[src/rtl/seq_norm_pkg.sv]
// Shared types and helpers for the iterative leading-zero normalizer.
package seq_norm_pkg;

    typedef enum logic [1:0] {
        IDLE,
        SHIFT,
        DONE
    } state_e;

    function automatic int unsigned cnt_width(input int unsigned width);
        return $clog2(width + 1);
    endfunction

endpackage

[src/rtl/lead_one_enc.sv]
// Priority encoder: number of zeros above the first one in a step-bit window.
module lead_one_enc #(
    parameter int unsigned step = 4,
    localparam int unsigned PosW = (step > 1) ? $clog2(step) : 1
) (
    input  logic [step-1:0] i_win,
    output logic [PosW-1:0] o_pos,
    output logic            o_any
);

    always_comb begin
        o_pos = '0;
        o_any = |i_win;
        // Ascending scan so the highest set bit wins.
        for (int i = 0; i < int'(step); i++) begin
            if (i_win[i]) begin
                o_pos = PosW'(int'(step) - 1 - i);
            end
        end
    end

endmodule

[src/rtl/seq_lead_zero_norm.sv]
// Iterative leading-zero counter/normalizer: shifts the operand left by up to
// step bits per cycle until its MSB is set, then holds the result until taken.
module seq_lead_zero_norm
    import seq_norm_pkg::*;
#(
    parameter int unsigned width = 32,
    parameter int unsigned step  = 4
) (
    input  logic                         clk_i,
    input  logic                         rst_ni,
    input  logic                         valid_i,
    output logic                         ready_o,
    input  logic [width-1:0]             A_i,
    output logic                         valid_o,
    input  logic                         ready_i,
    output logic [width-1:0]             Norm_o,
    output logic [cnt_width(width)-1:0]  Cnt_o,
    output logic                         Zero_o
);

    localparam int unsigned CntW = cnt_width(width);
    localparam int unsigned PosW = (step > 1) ? $clog2(step) : 1;

    if ((width % step) != 0 || (step & (step - 1)) != 0 || step > width || step == 0) begin : g_bad
        $fatal(1, "seq_lead_zero_norm: step must be a power of 2 dividing width");
    end

    state_e            r_state;
    logic [width-1:0]  r_sh;
    logic [CntW-1:0]   r_cnt;
    logic              r_zero;
    logic              r_valid;
    logic              r_ready;

    logic [PosW-1:0]   w_pos;
    logic              w_any;

    lead_one_enc #(
        .step (step)
    ) u_enc (
        .i_win (r_sh[width-1 -: step]),
        .o_pos (w_pos),
        .o_any (w_any)
    );

    always_ff @(posedge clk_i or negedge rst_ni) begin
        if (!rst_ni) begin
            r_state <= IDLE;
            r_sh    <= '0;
            r_cnt   <= '0;
            r_zero  <= 1'b0;
            r_valid <= 1'b0;
            r_ready <= 1'b0;
        end else begin
            unique case (r_state)
                IDLE: begin
                    r_ready <= 1'b1;
                    if (valid_i && r_ready) begin
                        r_sh    <= A_i;
                        r_ready <= 1'b0;
                        if (A_i == '0) begin
                            r_state <= DONE;
                            r_zero  <= 1'b1;
                            r_cnt   <= CntW'(width);
                            r_valid <= 1'b1;
                        end else begin
                            r_state <= SHIFT;
                            r_zero  <= 1'b0;
                            r_cnt   <= '0;
                        end
                    end
                end
                SHIFT: begin
                    if (!w_any) begin
                        r_sh  <= r_sh << step;
                        r_cnt <= r_cnt + CntW'(step);
                    end else begin
                        r_sh    <= r_sh << w_pos;
                        r_cnt   <= r_cnt + CntW'(w_pos);
                        r_state <= DONE;
                        r_valid <= 1'b1;
                    end
                end
                DONE: begin
                    if (ready_i) begin
                        r_state <= IDLE;
                        r_valid <= 1'b0;
                        r_ready <= 1'b1;
                    end
                end
                default: begin
                    r_state <= IDLE;
                    r_valid <= 1'b0;
                    r_ready <= 1'b0;
                end
            endcase
        end
    end

    assign ready_o = r_ready;
    assign valid_o = r_valid;
    assign Norm_o  = r_sh;
    assign Cnt_o   = r_cnt;
    assign Zero_o  = r_zero;

endmodule

[config.mk]
export PLATFORM = sky130hd
export DESIGN_NAME = seq_lead_zero_norm
export DESIGN_NICKNAME = d
export VERILOG_FILES = /design/src/rtl/seq_norm_pkg.sv /design/src/rtl/lead_one_enc.sv /design/src/rtl/seq_lead_zero_norm.sv
export SDC_FILE = /design/constraint.sdc
export NUM_CORES = 1
export LEC_CHECK = 0
export ABC_AREA = 1
export ABC_CLOCK_PERIOD_IN_PS = 2600
export CAP_MARGIN = 40
export CELL_PAD_IN_SITES_DETAIL_PLACEMENT = 1
export CELL_PAD_IN_SITES_GLOBAL_PLACEMENT = 2
export CORE_ASPECT_RATIO = 0.8
export CORE_UTILIZATION = 27
export DETAILED_ROUTE_END_ITERATION = 8
export PLACE_DENSITY = 0.79
export SETUP_SLACK_MARGIN = 0.05
export SLEW_MARGIN = 20
export SYNTH_ARGS = -nofsm -noshare
export SYNTH_HDL_FRONTEND = slang
export SYNTH_SLANG_ARGS = --single-unit
[constraint.sdc]
create_clock -name clk_i -period 2.6 [get_ports clk_i]
set_clock_uncertainty 0.05 [all_clocks]
set_input_delay 0.52 -clock clk_i [delete_from_list [all_inputs] [get_ports clk_i]]
set_output_delay 0.52 -clock clk_i [all_outputs]
set_load 0.02 [all_outputs]
==> reports/results.txt <==
The flow ran to the end, and the final reports show no timing, DRC or antenna violations. Summed over all layers, the routed wires come to 11600 microns. The average instance in the mapped netlist occupies 6.61 sq um. After Yosys synthesis, and, or, nand and nor cells account for 34.2% of the synthesized area. Dominant cell type by area after synthesis: sky130_fd_sc_hd__dfrtp_1. Broken down by cell family, the worst path's largest delay share belongs to buffers and inverters. The tightest min-delay check is of the in -> async type. The mux contribution to synthesized area was 0%; the maximum buffer depth of the clock tree was 2.

The synthesized netlist devotes 0% of its cell area to XOR and XNOR gates. The kind of start point of the critical path is a flop. STA classifies the critical path endpoint as an output port. The internal power of the cells is 2960 uW.

Total number of clock tree sinks: 43. Power spread over the standard cell area amounts to 1380 nW/um^2. The tools report the total of endpoints with negative setup slack in the final report as 0. The net count of the finished layout was 628; the post-route antenna net violation count was 0. Starting density of the core: 27.9%. The logs give 0.779 for the final RePlAce weighted congestion and 3544 for the number of vias in the routed layout. The cell count of the worst reg-to-reg path came out at 10. The headroom to the max-slew limit came out at 58.3%. After clock tree synthesis, the flow added hold-fix buffers numbering 0. For this run, the number of standard cells in the final layout without fillers is 760.

In the final routed layout, each cell accounts on average for 15.3 microns. The number of distinct library cells after synthesis was 38; the leakage power total was 0.00216 uW. The pin count of the biggest net entering global routing is 57. After the first detailed-routing iteration, the DRC count stood at 121. The critical path goes through clkdlybuf4s50_1.

Of the total synthesized cell area, the portion taken by full adders, half adders and majority gates is 1.09%. The area of the die was 13200 sq um. For the via count of the first global-routing pass, the log shows 3708. Period utilization: 77.5%. For the cell total after placement, the log shows 753.

Combinational logic burns 65.4% of the power. The logs give 290 ps for the latest clock arrival within the worst-skew pair and 12300 sq um for the area of the placeable core. During I/O placement, the number of pins put on the boundary was 77. The portion of synthesized cell area occupied by the leading cell type was 31.3%; the number of resized instances in the post-cts repair step was 0. The area growth from synthesis to layout was 29.3%; the slew at the pin with the worst max-slew slack was 625 ps. The logs give 0 for the initial antenna violation count and 650 ps for the worst reg-to-reg setup slack. After detailed routing, the number of remaining DRC violations is 0. The logs give 1080 sq um for the area occupied by registers and 520 for the cell count after synthesis. Async set or reset register ratio after synthesis: 100%.

In this run the critical register-to-register path is launched from r_state[0]. The synthesized area is 3440 sq um, and the longest individual stage delay on the worst path is 660 ps. The number of nets in the synthesized netlist is 559.

The number of port buffers was 76. The initialized floorplan defines 36 standard-cell rows. Of the total power, the share spent switching nets is 51.8%.

Across the VDD grid, the largest voltage drop is 0.498 mV. The run gives 8510 microns as the post-DP HPWL. The total count of hold-check failures in the final report came out at 0. Main combinational cell family by area after synthesis: simple AND/OR/NAND/NOR gates.

Type of the worst setup path: reg -> out. Data arrives at the worst endpoint at 1440 ps. The first detailed-routing pass ran for 4 iterations. Max-cap violations in this run came to 0.

The logs give 0 ps for the accumulated negative setup slack and 2 for the number of H-tree levels. The library cell used most frequently in the layout, excluding fill and tap cells, is sky130_fd_sc_hd__nand2_1. In the routed layout, each cell is associated on average with a via count of 4.66. Of the cells placed in the final design, the portion with a size suffix greater than 1 is 7.13%.

Total buffers and inverters traversed by the critical path: 1. Measured along the x axis, the die boundary spans 128 microns. Global routing finished with a remaining overflow of 0. In the layout the commonest cells are sky130_fd_sc_hd__nand2_1, sky130_fd_sc_hd__inv_1, sky130_fd_sc_hd__clkdlybuf4s50_1.

The run gives 5 as the number of CTS-inserted buffers. In the post-synthesis netlist, the biggest area contributors are sky130_fd_sc_hd__dfrtp_1, sky130_fd_sc_hd__nand2_1, sky130_fd_sc_hd__inv_1. The overall global routing resource usage is 18.9%. The post-layout total power was 6140 uW; the multi-input gate area in the final layout was 1800 sq um.

The repair_antennas step left the layout with diodes totalling 0. In this run the worst path has a maximum fanout of 6. The logs give 23.9% for the sequential cell fraction of total power and 0 for the number of pins exceeding their max-slew limit in the final report. Once the clock tree was built, the setup fixing pass inserted 0 buffers. The clock period minus worst slack is 2010 ps. The number of enable-type register cells in the synthesized netlist was 0. The largest individual stage delay along the critical path comes from the cell sky130_fd_sc_hd__clkdlybuf4s50_1. The filler cells instantiated in the layout total 1561. For the worst setup path, the data required time is 2030 ps. The Yosys step of the flow raised 0 warnings. The die is 103 microns tall.

TritonCTS built the clock tree. The root buffer cell chosen for the clock tree is sky130_fd_sc_hd__clkbuf_16. The analysis attributes to net switching a power of 3180 uW. Reg-to-reg critical path endpoint: Norm_o[4].

Static timing analysis puts the maximum clock frequency at 496 MHz. For this run, the leading register cell type out of synthesis is sky130_fd_sc_hd__dfrtp_1. After clock tree synthesis, the clock-pin slew on the worst setup and hold paths is 60 ps.

The run gives 31.3% as the sequential-to-total area share from yosys stat. Setup repair after global routing left no endpoint under its margin. The wire length of the first global-routing pass came out at 19400 microns. The share of power burned in the clock network was 10.7%. Summing the areas of all compound-gate instances in the mapped netlist gives 17.0% of the synthesized area. The number of synthesized register bits came out at 43.
-- routing by layer --
metal / GRT usage [%] / wire length, microns / share of wire (%)
met2: 31.8 / 5420 / 47
met4: 3.80 / 106 / 0.91
met5: 0 / 0 / 0
met3: 2.85 / 345 / 3.0
met1: 25.7 / 5770 / 50
-- power by group through the flow --
stage	logic, uW	registers (uW)	clock network [uW]
after floorplan	2460	1700	0
after global placement	3940	1490	0
after detailed placement	4030	1490	0
after CTS	4060	1480	680
after global routing	4520	1530	693
final	4010	1470	657
-- worst max path at each step --
| stage | slack [ps] | start | end | depth (start not counted) |
|---|---|---|---|---|
| final | 590 | Norm_o[30] | Norm_o[30] | 1 |
| after global routing | 430 | valid_i | Norm_o[4] | 9 |
| after floorplan | 660 | Norm_o[31] | Cnt_o[4] | 10 |
| after global placement | 360 | valid_i | Norm_o[15] | 9 |
| after detailed placement | 290 | valid_i | Norm_o[4] | 9 |
| after CTS | 570 | Norm_o[30] | Norm_o[30] | 1 |
-- registers in the layout (all words and copies together), names as in the netlist --
signal / count
Cnt_o: 6
Zero_o: 1
ready_o: 1
Norm_o: 32
valid_o: 1
r_state: 2
-- through the flow --
stage / util, % / instance area [sq um] / setup WS, ps / hold slack, ps
after global routing: 36.1 / 4440 / 429 / 336
after floorplan: - / 3440 / 662 / 174
after global placement: 35.0 / 4300 / 363 / 445
final: 36.1 / 4440 / 585 / 275
after detailed placement: 35.0 / 4300 / 294 / 464
after CTS: 36.1 / 4440 / 568 / 310
-- synthesized netlist by cell type, types with 6 or more instances --
cell type	count
sky130_fd_sc_hd__a21oi_1	30
sky130_fd_sc_hd__buf_6	11
sky130_fd_sc_hd__o21ai_1	27
sky130_fd_sc_hd__nand3_1	32
sky130_fd_sc_hd__o21ai_0	37
sky130_fd_sc_hd__dfrtp_1	43
sky130_fd_sc_hd__or2_1	13
sky130_fd_sc_hd__inv_1	94
sky130_fd_sc_hd__nand2_2	7
sky130_fd_sc_hd__nand4_1	6
sky130_fd_sc_hd__nand2_1	119
sky130_fd_sc_hd__nor2_1	22
sky130_fd_sc_hd__or2_0	32
-- logic make-up after synthesis --
logic type,Yosys count
and+or+nand+nor,243
AOI/OAI and AO/OA,109
DFF,43
adders and majority gates,3
buffers and inverters,122
-- cell type report --
cell class	count	area share (%)
Inverter	100	8.62
Clock inverter	1	0.113
Tap cell	171	4.82
Timing Repair Buffer	84	18.6
Sequential cell	43	24.2
Multi-Input combinational cell	355	40.5
Clock buffer	6	3.13
No activity file was read; power rests on OpenSTA's default activity.
